--- src/rtl/rr_arbiter_4_if.sv ---
// Bus between four requesters and the rr_arbiter_4 round-robin arbiter.
// Requesters drive req/done. The arbiter returns a registered one-hot grant, its index,
// a valid flag, a forced-release pulse and its FSM state for observation.
interface rr_arbiter_4_if;
  // Handshake: req[i] is a level. Requester i owns the resource while gnt[i]=1, and gnt
  // is updated only at a clock edge. Ownership ends at the first edge that samples done=1
  // or req[owner]=0. After that edge gnt stays 0 for exactly one dead cycle.
  logic [3:0] req;
  logic       done;
  logic [3:0] gnt;
  logic [1:0] gnt_idx;
  logic       gnt_vld;
  logic       timeout;
  logic [1:0] dbg_state;

  modport master (output req, output done,
                  input gnt, input gnt_idx, input gnt_vld, input timeout, input dbg_state);
  modport slave  (input req, input done,
                  output gnt, output gnt_idx, output gnt_vld, output timeout, output dbg_state);
endinterface

--- src/rtl/rr_arbiter_4.sv ---
// Four-way round-robin arbiter with a registered grant and a one-cycle turnaround between owners.
// The optional forced release after MAX_HOLD grant cycles is enabled by defining ARB_TIMEOUT_EN.
module rr_arbiter_4 #(
  parameter int MAX_HOLD = 16,
  parameter int HOLD_W   = 5
) (
  input  logic          clk,
  input  logic          rst,
  rr_arbiter_4_if.slave bus
);

`ifdef ARB_TIMEOUT_EN
  localparam bit TIMEOUT_ON = 1'b1;
`else
  localparam bit TIMEOUT_ON = 1'b0;
`endif

  typedef enum logic [1:0] {
    IDLE    = 2'd0,
    GRANT   = 2'd1,
    RELEASE = 2'd2
  } state_t;

  state_t            state, state_nxt;
  logic [3:0]        gnt_q, gnt_nxt;
  logic [1:0]        idx, idx_nxt;
  logic [1:0]        last, last_nxt;
  logic [HOLD_W-1:0] hold_cnt, hold_nxt;
  logic              tmo_q, tmo_nxt;
  logic [1:0]        win, cand;
  logic              win_vld;
  logic              rel, hold_lim, tmo_hit;

  // Search last+4 down to last+1, so the candidate closest after last wins.
  always_comb begin
    win_vld = 1'b0;
    win     = 2'd0;
    cand    = 2'd0;
    for (int k = 4; k >= 1; k--) begin
      cand = last + 2'(k);
      if (bus.req[cand]) begin
        win_vld = 1'b1;
        win     = cand;
      end
    end
  end

  assign rel      = bus.done || !bus.req[idx];
  assign hold_lim = (hold_cnt == HOLD_W'(MAX_HOLD - 1));
  assign tmo_hit  = TIMEOUT_ON && hold_lim && !rel;

  always_comb begin
    state_nxt = state;
    gnt_nxt   = gnt_q;
    idx_nxt   = idx;
    last_nxt  = last;
    hold_nxt  = hold_cnt;
    tmo_nxt   = 1'b0;
    case (state)
      IDLE, RELEASE: begin
        if (win_vld) begin
          state_nxt = GRANT;
          gnt_nxt   = 4'b0001 << win;
          idx_nxt   = win;
          last_nxt  = win;
          hold_nxt  = '0;
        end else begin
          state_nxt = IDLE;
          gnt_nxt   = 4'b0000;
        end
      end
      GRANT: begin
        if (rel || tmo_hit) begin
          state_nxt = RELEASE;
          gnt_nxt   = 4'b0000;
          tmo_nxt   = tmo_hit;
        end else if (hold_cnt != {HOLD_W{1'b1}}) begin
          hold_nxt = hold_cnt + 1'b1;
        end
      end
      default: begin
        state_nxt = IDLE;
        gnt_nxt   = 4'b0000;
      end
    endcase
  end

  always_ff @(posedge clk) begin
    if (rst) begin
      state    <= IDLE;
      gnt_q    <= 4'b0000;
      idx      <= 2'd0;
      last     <= 2'd3;
      hold_cnt <= '0;
      tmo_q    <= 1'b0;
    end else begin
      state    <= state_nxt;
      gnt_q    <= gnt_nxt;
      idx      <= idx_nxt;
      last     <= last_nxt;
      hold_cnt <= hold_nxt;
      tmo_q    <= tmo_nxt;
    end
  end

  assign bus.gnt       = gnt_q;
  assign bus.gnt_idx   = idx;
  assign bus.gnt_vld   = |gnt_q;
  assign bus.timeout   = tmo_q;
  assign bus.dbg_state = state;

endmodule
--- src/flat_wrapper.sv ---
// flat-port wrapper written by rule: the top's interface ports become plain ports
module rr_arbiter_4_flat 
#(
  parameter int MAX_HOLD = 16,
  parameter int HOLD_W   = 5
)
  (clk, rst, bus_req, bus_done, bus_gnt, bus_gnt_idx, bus_gnt_vld, bus_timeout, bus_dbg_state);
  rr_arbiter_4_if bus_i ();
  input  logic clk;
  input  logic rst;
  input wire logic [$bits(bus_i.req)-1:0] bus_req;
  input wire logic [$bits(bus_i.done)-1:0] bus_done;
  output wire logic [$bits(bus_i.gnt)-1:0] bus_gnt;
  output wire logic [$bits(bus_i.gnt_idx)-1:0] bus_gnt_idx;
  output wire logic [$bits(bus_i.gnt_vld)-1:0] bus_gnt_vld;
  output wire logic [$bits(bus_i.timeout)-1:0] bus_timeout;
  output wire logic [$bits(bus_i.dbg_state)-1:0] bus_dbg_state;
  assign bus_i.req = bus_req;
  assign bus_i.done = bus_done;
  assign bus_gnt = bus_i.gnt;
  assign bus_gnt_idx = bus_i.gnt_idx;
  assign bus_gnt_vld = bus_i.gnt_vld;
  assign bus_timeout = bus_i.timeout;
  assign bus_dbg_state = bus_i.dbg_state;
  rr_arbiter_4 #(.MAX_HOLD(MAX_HOLD), .HOLD_W(HOLD_W)) u_core (.clk(clk), .rst(rst), .bus(bus_i));
endmodule
--- config.mk ---
export PLATFORM = sky130hd
export DESIGN_NAME = rr_arbiter_4_flat
export DESIGN_NICKNAME = d
export VERILOG_FILES = /design/src/rtl/rr_arbiter_4_if.sv /design/src/rtl/rr_arbiter_4.sv /design/src/flat_wrapper.sv
export SDC_FILE = /design/constraint.sdc
export NUM_CORES = 1
export LEC_CHECK = 0
export CAP_MARGIN = 15
export CELL_PAD_IN_SITES_DETAIL_PLACEMENT = 0
export CELL_PAD_IN_SITES_GLOBAL_PLACEMENT = 2
export CORE_UTILIZATION = 26
export CTS_BUF_LIST = sky130_fd_sc_hd__clkbuf_16
export CTS_CLUSTER_DIAMETER = 50
export DETAILED_ROUTE_END_ITERATION = 6
export PLACE_DENSITY = 0.87
export SETUP_SLACK_MARGIN = 0.5
export SYNTH_ARGS = -nofsm -noshare
export SYNTH_HDL_FRONTEND = slang
export SYNTH_SLANG_ARGS = --single-unit
export TNS_END_PERCENT = 30
--- constraint.sdc ---
create_clock -name clk -period 2.3 [get_ports clk]
set_input_delay 0.23 -clock clk [delete_from_list [all_inputs] [get_ports clk]]
set_output_delay 0.23 -clock clk [all_outputs]
set_load 0.01 [all_outputs]
Yosys cells after proc, flatten, opt, wreduce, memory -nomap -nowiden

Cells that the tools add are included.

Logic and storage cells: 46
Bits in registers: 10
Memory bits (writable): 0
Memories kept: 0
Bits in read-only memories: 0
Output and inout bits: 10
Latch bits: 0
Bits of input ports: 7

Bitwise logic cells: 0
Muxes and demuxes: 24
Order comparisons: 5
Add/sub/neg operators: 3
Shift-type cells: 1
Eq/ne operators: 3
Div/mod/pow operators: 0
$mul: 0
Reductions and logical operators: 6

Operators by type and width:

| kind                                                        | count |
|---|---|
| less-than comparator 2 x 3 -> 1 bit (second input constant) | 5 |
| binary-select mux 1 bit (select 2 bit)                      | 5 |
| 2-to-1 mux 1 bit                                            | 10 |
| 2-to-1 mux 2 bit                                            | 5 |
| 2-to-1 mux 4 bit                                            | 2 |
| one-hot mux 4 bit (2 select lines)                          | 1 |
| adder 2 bit (second input constant)                         | 2 |
| one-hot mux 2 bit (2 select lines)                          | 1 |
| OR reduction 4 bit                                          | 1 |
| left shift 1 x 2 -> 4 bit (first input constant)            | 1 |
| adder 2 x 1 -> 2 bit (second input constant)                | 1 |
| == test 2 x 1 -> 1 bit (second input constant)              | 1 |
| == test 2 bit (second input constant)                       | 1 |
| zero test 2 bit                                             | 1 |
| != test 2 x 1 -> 1 bit (second input constant)              | 1 |
| AND reduction 2 bit                                         | 1 |
| OR reduction 2 bit                                          | 1 |
| zero test 1 bit                                             | 1 |
| logical OR 1 bit                                            | 1 |

Logic depth before layout (Yosys ltp)

Gate-level depths: netlist (run 1).

Depth after elaboration: 9
Mapped depth: 4
Gate-level depth less buffers: 4

Worst setup path after synthesis (run 1)

OpenSTA, ideal clock, no wires.

Kind: reg-to-reg
Start point: register u_core.idx[1], in the netlist u_core.bus.gnt_idx[1]
End point: register u_core.gnt_q[2], in the netlist u_core.bus.gnt[2]
Cell stages (with the launch flop): 4
Slack: 0.884 ns
Data required time: 2.183 ns
Buffers on the path: 0
Arrival: 1.299 ns
Period minus slack after synthesis: 1.416 ns
Path through: dfxtp_1 mux4_1 nor2b_4 a32o_1

Cells in the longest elaborated chain, start to end: 5

RTL lines:

| element                                 | line               | RTL |
|---|---|---|
| from (decl)                             | rr_arbiter_4.sv:26 | `logic [1:0] idx, idx_nxt;` |
| from (signal assigned)                  | rr_arbiter_4.sv:99 | `idx <= idx_nxt;` |
| binary-select mux 1 bit (select 2 bit)  | rr_arbiter_4.sv:48 | `assign rel = bus.done \|\| !bus.req[idx];` |
| 2-to-1 mux 1 bit (not written as such)  | rr_arbiter_4.sv:48 |  |
| zero test 1 bit                         | rr_arbiter_4.sv:48 |  |
| logical OR 1 bit                        | rr_arbiter_4.sv:48 |  |
| != test 2 x 1 -> 1 bit (no source line) | n/a                |  |
| to (signal assigned)                    | rr_arbiter_4.sv:98 | `gnt_q <= gnt_nxt;` |
| to (decl)                               | rr_arbiter_4.sv:25 | `logic [3:0] gnt_q, gnt_nxt;` |

Every way passes these cells. The select of a mux whose other input is x is not followed.
A chain may end at the register's enable or synchronous reset.

Worst setup path in the final report (run 1)

Start point: input port bus_req[3]
End point: register u_core.gnt_q[3], in the netlist u_core.bus.gnt[3]

Cells in the longest elaborated chain, start to end: 9
Elaborated cells between the ends (all ways): 24

RTL lines:

| element                                | line               | RTL |
|---|---|---|
| from (decl)                            | flat_wrapper.sv:11 | `input wire logic [$bits(bus_i.req)-1:0] bus_req;` |
| binary-select mux 1 bit (select 2 bit) | rr_arbiter_4.sv:41 | `if (bus.req[cand]) begin` |
| 2-to-1 mux 1 bit (not written as such) | rr_arbiter_4.sv:41 |  |
| 2-to-1 mux 2 bit (4 in series)         | rr_arbiter_4.sv:41 |  |
| left shift 1 x 2 -> 4 bit              | rr_arbiter_4.sv:63 | `gnt_nxt = 4'b0001 << win;` |
| 2-to-1 mux 4 bit                       | rr_arbiter_4.sv:61 | `if (win_vld) begin` |
| one-hot mux 4 bit (2 select lines)     | rr_arbiter_4.sv:59 | `case (state)` |

Several ways; a longest one is shown, not always the timed one. The select of a mux whose other input is x is not followed.

==> qor.yml, run 1 <==
track_usage_pct: 13.2
route.detailed.drc: 0
crit_path_top_delay_cell: "clkdlybuf4s50_1"
synthAdderAreaFrac_pct: 0
avgSynthCellArea_um2: 9.44
placed_area_um2: 671
fin_cells: 94
antenna_cells: 0
grt_max_degree: 12
yosysTopAreaCell: "dfxtp_1"
path_max_fanout: 5
root_buffer: "clkbuf_16"
clkSinkCount: 10
min_from: "u_core.bus.gnt[1]"
p_leak_uw: 0.000292
utilization_pct: 42.4
placed_cells: 91
clkSlewWorstSetupHoldPaths_ns: 0.04
start_util_pct: 28.4
dieWidth_um: 45.9
power_uw: 629
ys.warnings.count: 0
antenna_found_initial: 0
synthXorXnorAreaFrac_pct: 0
r2r-end: "u_core.bus.gnt[3]"
crit_path_end_kind: "flop"
reg2reg_from: "u_core.bus.gnt_idx[1]"
routed_wirelength_um: 1160
period_minus_slack_ns: 1.55
muxShareOfSynthArea_pct: 5.25
met3_usage_pct: 3.57
areaGrowthSynthToFinish_pct: 49.5
synth_cell_types: 28
antenna_left: 0
fin_skew_ns: 0.000528
syn_inst: 53
cts_tree: "done"
synth-simple-area-share_pct: 27.8
synthArstFlopShare_pct: 0
cpPeakStageDelay_ns: 0.48
min_to: "u_core.bus.gnt[1]"
synth_compound_area_share_pct: 22.5
io_buffers: 15
numCtsBuffers: 3
max_freq_mhz: 646
seq_area_frac_synth_pct: 40.0
fin_nets: 78
grt_pass1_vias: 396
ff2ff_setup_slack_ns: 0.84
drt_iter0_markers: 3
synth_edf_count: 0
vias: 454
viasPerCell: 4.83
min_path_type: "reg -> reg"
reg2reg_depth: 3
hold_depth: 2
row_count: 15
maxSlewViolCount: 0
hold_violations: 0
synth_ff_type: "dfxtp_1"
netlist.area_leader.share_pct: 40.0
wire_per_inst_um: 12.4
gp_congestion: 0.691
dp_hpwl_um: 857
cts_hold_buf: 0
fin_area_um2: 748
synth_area_um2: 500
setup.worst_path.class: "in -> reg"
die_h_um: 45.9
outcome: "finished clean"
nFillCells: 189
clk_latency_ns: 0.23
grt_setup_unrepaired: "false"
path_cells: "clkdlybuf4s50_1, nor2b_4, o21a_1, or3_1, a32o_1"
power_density_nw_per_um2: 841
boundaryPins: 17
met1_usage_pct: 18.3
setup_viol: 0
dieArea_um2: 2100
core_um2: 1760
critPathArrivalTime_ns: 1.67
grt.busiest_layer: "met1"
cts_buffer_depth: 2
maxCapViolations: 0
cts_htree_levels: 1
firstDrtPassIters: 4
synth.most_common_cell: "dfxtp_1"
grt_remaining_overflow: 0
met2_usage_pct: 14.9
ys_seq_elements: 10
grt_pass1_wl_um: 1810
synth_top_family_by_area: "simple AND/OR/NAND/NOR gates"
syn_nets: 60
cp-start-kind: "input port"
peakVddDrop_mv: 0.574
yosys-top-cells-area: "dfxtp_1 40%, nor2b_4 5.5%, mux4_1 5.3%"
finalCritPeriodShare_pct: 67.3
netlist_top_cells_count: "10 x dfxtp_1, 5 x a21oi_1, 5 x nor2_1, 4 x nor3_1"
drive_above_1_share_pct: 10.1
setup_tns_ns: 0
cp.required_ns: 2.42
worst max-delay path: cells and delay by family:
family | cells | cell delay (ns)
AOI/OAI and AO/OA | 2 | 0.41
buffers and inverters | 1 | 0.48
and+or+nand+nor | 2 | 0.55
worst max path at each step:
stage	start	depth (start not counted)	endpoint
2_1_floorplan	u_core.bus.gnt_idx[1]	3	u_core.bus.gnt[2]
3_3_place_gp	bus_req[3]	5	u_core.bus.gnt[1]
3_5_place_dp	bus_req[3]	5	u_core.bus.gnt[3]
4_1_cts	u_core.bus.gnt[2]	2	bus_gnt_vld
5_1_grt	bus_req[1]	5	u_core.bus.gnt_idx[0]
6_report	bus_req[3]	5	u_core.bus.gnt[3]
where the power goes:
| part | switching, uW | internal [uW] |
|---|---|---|
| Sequential | 17.6 | 191 |
| Combinational | 52.1 | 69.2 |
| Clock | 73.9 | 225 |
| Total | 144 | 485 |
layout by cell type (no fill, tap or decap):
| master | n |
|---|---|
| clkdlybuf4s50_1 | 14 |
| dfxtp_1 | 10 |
| nor2_1 | 5 |
| a21oi_1 | 5 |
| nor3_1 | 4 |
| clkbuf_16 | 3 |
| inv_1 | 2 |
| nor2b_4 | 2 |
| o21ai_0 | 2 |
| o32ai_1 | 2 |
| a32o_1 | 2 |
| or4_1 | 1 |
| mux4_1 | 1 |
| nand3b_2 | 1 |
| nand2b_1 | 1 |
| or2_2 | 1 |
| o221ai_1 | 1 |
| nand3b_1 | 1 |
| nor2b_1 | 1 |
| o21a_1 | 1 |
| or2b_1 | 1 |
| or3_1 | 1 |
| a21o_1 | 1 |
| nor3b_1 | 1 |
| a2bb2oi_1 | 1 |
| a211oi_1 | 1 |
| and2_1 | 1 |
| conb_1 | 1 |
| dlymetal6s2s_1 | 1 |
state kept, by name, indices dropped and copies added, names as in the netlist:
register	flops
u_core.last	2
u_core.bus.dbg_state	2
u_core.bus.gnt_idx	2
u_core.bus.gnt	4
per-stage QoR:
step,hold WS (ns),worst slack [ns]
2_1_floorplan,0.455,0.884
3_3_place_gp,0.479,0.508
3_5_place_dp,0.476,0.525
4_1_cts,0.482,0.515
5_1_grt,0.501,0.673
6_report,0.480,0.752
timing repair:
action	CTS	global route
gates resized for setup	0	1
buffers inserted	0	0
endpoints found under the setup margin	0	1
final cells by class:
type | instances | area [um2] | area share [%]
Timing Repair Buffer | 15 | 153 | 20.4
Inverter | 2 | 7.51 | 1.00
Tap cell | 25 | 31.3 | 4.18
Multi-Input combinational cell | 39 | 282 | 37.6
Clock buffer | 3 | 75.1 | 10.0
Sequential cell | 10 | 200 | 26.8
metal layers:
| metal | up-vias | share of wire (%) |
|---|---|---|
| met1 | 205 | 51 |
| met3 | 5 | 5.7 |
| li1 | 231 | - |
| met5 | - | 0 |
| met2 | 13 | 39 |
| met4 | 0 | 4.5 |
cell families (layout without fill, tap and decap cells):
| group | Yosys count | after routing |
|---|---|---|
| buf+inv | 4 | 20 |
| flops | 10 | 10 |
| mux | 1 | 1 |
| other cells | 1 | 1 |
| compound gates | 16 | 16 |
| simple gates | 21 | 21 |
No activity file was read; power rests on OpenSTA's default activity.
==> inputs of run 2 (changes only) <==
- CORE_UTILIZATION: 26 -> 22
- PLACE_DENSITY: 0.87 -> 0.79
- clock period: 2.3 -> 1.4 ns (I/O delays scaled with it)
==> qor.yml, run 2 (synthesized netlist as in run 1, its figures left out) <==
outcome: "finished clean"
drt_iter0_markers: 5  # +2
drive_above_1_share_pct: 38.1  # +28 points
routed_wirelength_um: 1420  # +22%
clk_latency_ns: 0.23  # about the same
path_cells: "mux4_2, nor2b_4, a32o_1"
cp.required_ns: 1.52  # -0.90 ns
r2r-end: "u_core.bus.gnt[3]"
numCtsBuffers: 3  # unchanged
setup.worst_path.class: "reg -> reg"
critPathArrivalTime_ns: 1.48  # -0.19 ns
p_leak_uw: 0.000382  # +31%
min_path_type: "reg -> reg"
vias: 506  # +11%
dp_hpwl_um: 1040  # +21%
grt_pass1_wl_um: 2520  # +39%
grt_pass1_vias: 522  # +32%
wire_per_inst_um: 12.8  # +3.3%
sw_frac_of_total_pct: 23.5  # +0.68 points
grt_max_degree: 7  # -5
root_buffer: "clkbuf_16"
clkSinkCount: 10  # unchanged
cts_htree_levels: 1  # unchanged
dieWidth_um: 49.7  # +8.3%
fin_skew_ns: 0.00143  # +0.000905 ns
grt_setup_unrepaired: "true"
ff2ff_setup_slack_ns: 0.05  # -0.79 ns
cts_tree: "done"
route.detailed.drc: 0  # unchanged
p_comb_share_pct: 23.2  # +3.9 points
placed_cells: 107  # +18%
peakVddDrop_mv: 0.854  # +49%
final_common_cell: "buf_4"
areaGrowthSynthToFinish_pct: 73.7
seqPwrFrac_pct: 31.3  # -1.9 points
start_util_pct: 24.5  # -3.9 points
power_density_nw_per_um2: 1260  # +50%
crit_path_top_delay_cell: "mux4_2"
period_minus_slack_ns: 1.35
setup_viol: 0  # unchanged
maxSlewViolCount: 0  # unchanged
maxCapViolations: 0  # unchanged
layout_common_cells: "13 x buf_4, 6 x clkdlybuf4s50_1, 6 x dfxtp_1"
clkSlewWorstSetupHoldPaths_ns: 0.04  # about the same
power.net_switching_uw: 258  # +79%
die_h_um: 49.7  # +8.3%
antenna_left: 0  # unchanged
reg2reg_depth: 3  # unchanged
hold_depth: 2  # unchanged
crit_path_end_kind: "flop"
max_freq_mhz: 739
grt_remaining_overflow: 0  # unchanged
path_max_fanout: 3  # -2
core_um2: 2040  # +16%
power_uw: 1100  # +74%
reg2reg_from: "u_core.bus.gnt_idx[1]"
antenna_found_initial: 0  # unchanged
gp_congestion: 0.827  # +20%
viasPerCell: 4.56  # -5.6%
dieArea_um2: 2470  # +17%
fin_cells: 111  # +18%
min_to: "u_core.bus.gnt[1]"
setup_tns_ns: 0  # unchanged
io_buffers: 15  # unchanged
min_from: "u_core.bus.gnt[1]"
boundaryPins: 17  # unchanged
row_count: 16  # +1
fin_nets: 92  # +18%
finalCritPeriodShare_pct: 96.7
hold_violations: 0  # unchanged
utilization_pct: 42.6  # +0.17 points
track_usage_pct: 14.1  # +0.93 points
cpPeakStageDelay_ns: 0.50  # +0.02 ns
pwr-share-clk_pct: 45.5  # -2.0 points
antenna_cells: 0  # unchanged
cts_buffer_depth: 2  # unchanged
cp-start-kind: "flop"
largest_reg_flops: 4  # unchanged
internal_power_uw: 838  # +73%
firstDrtPassIters: 4  # unchanged
post-cts-setup-buffers: 0  # unchanged
## run 2: critical path: cells and delay by family, from the launching register on
kind               cells  cell delay, ns
muxes                  1            0.50
AOI/OAI and AO/OA      1            0.24
DFF                    1            0.34
and+or+nand+nor        1            0.16
## run 2: worst max-delay path by stage
stage                          start           endpoint  slack [ns]  cells past startpoint
3_3_place_gp              bus_req[3]  u_core.bus.gnt[3]       -0.27                      5
4_1_cts        u_core.bus.gnt_idx[1]  u_core.bus.gnt[2]        0.05                      3
6_report       u_core.bus.gnt_idx[1]  u_core.bus.gnt[3]        0.05                      3
5_1_grt        u_core.bus.gnt_idx[1]  u_core.bus.gnt[2]        0.02                      3
2_1_floorplan  u_core.bus.gnt_idx[1]  u_core.bus.gnt[2]        0.10                      3
3_5_place_dp              bus_req[3]  u_core.bus.gnt[3]       -0.29                      5
## run 2: final cells by class
cell class | instances | area [um2]
well taps | 27 | 33.8
flip-flops and latches | 10 | 210
multi-input cells | 39 | 293
fillers | 217 | 1170
clock buffers | 3 | 75.1
repair buffers | 29 | 246
clock inverters | 1 | 3.75
inverters | 2 | 7.51
## run 2: timing repair
action                                  4_1_cts  5_1_grt
gates resized for setup                      18        9
endpoints found under the setup margin       19       18
hold buffers                                  0        0
pin swaps                                     1        1
## run 2: power groups by stage
stage / Combinational, uW / Clock, uW / Sequential, uW
floorplan: 105 / 0 / 352
global placement: 259 / 0 / 345
detailed placement: 258 / 0 / 346
CTS: 247 / 515 / 343
global route: 279 / 531 / 348
finish: 254 / 498 / 343
## run 2: routing by layer
metal  vias to the layer above  wire, um  track usage, %
met3                         4        65            3.09
met4                         0        51            11.4
met5                         -         0               0
met2                        18       649            20.0
met1                       221       654            18.1
li1                        263         -               -
## run 2: per-stage QoR
| step | setup slack, ns | cell area (um2) | hold WS [ns] |
|---|---|---|---|
| after floorplan | 0.105 | 498 | 0.365 |
| after global placement | -0.274 | 776 | 0.497 |
| after detailed placement | -0.294 | 776 | 0.492 |
| after CTS | 0.0545 | 853 | 0.505 |
| after global routing | 0.0168 | 870 | 0.529 |
| final | 0.0460 | 870 | 0.503 |
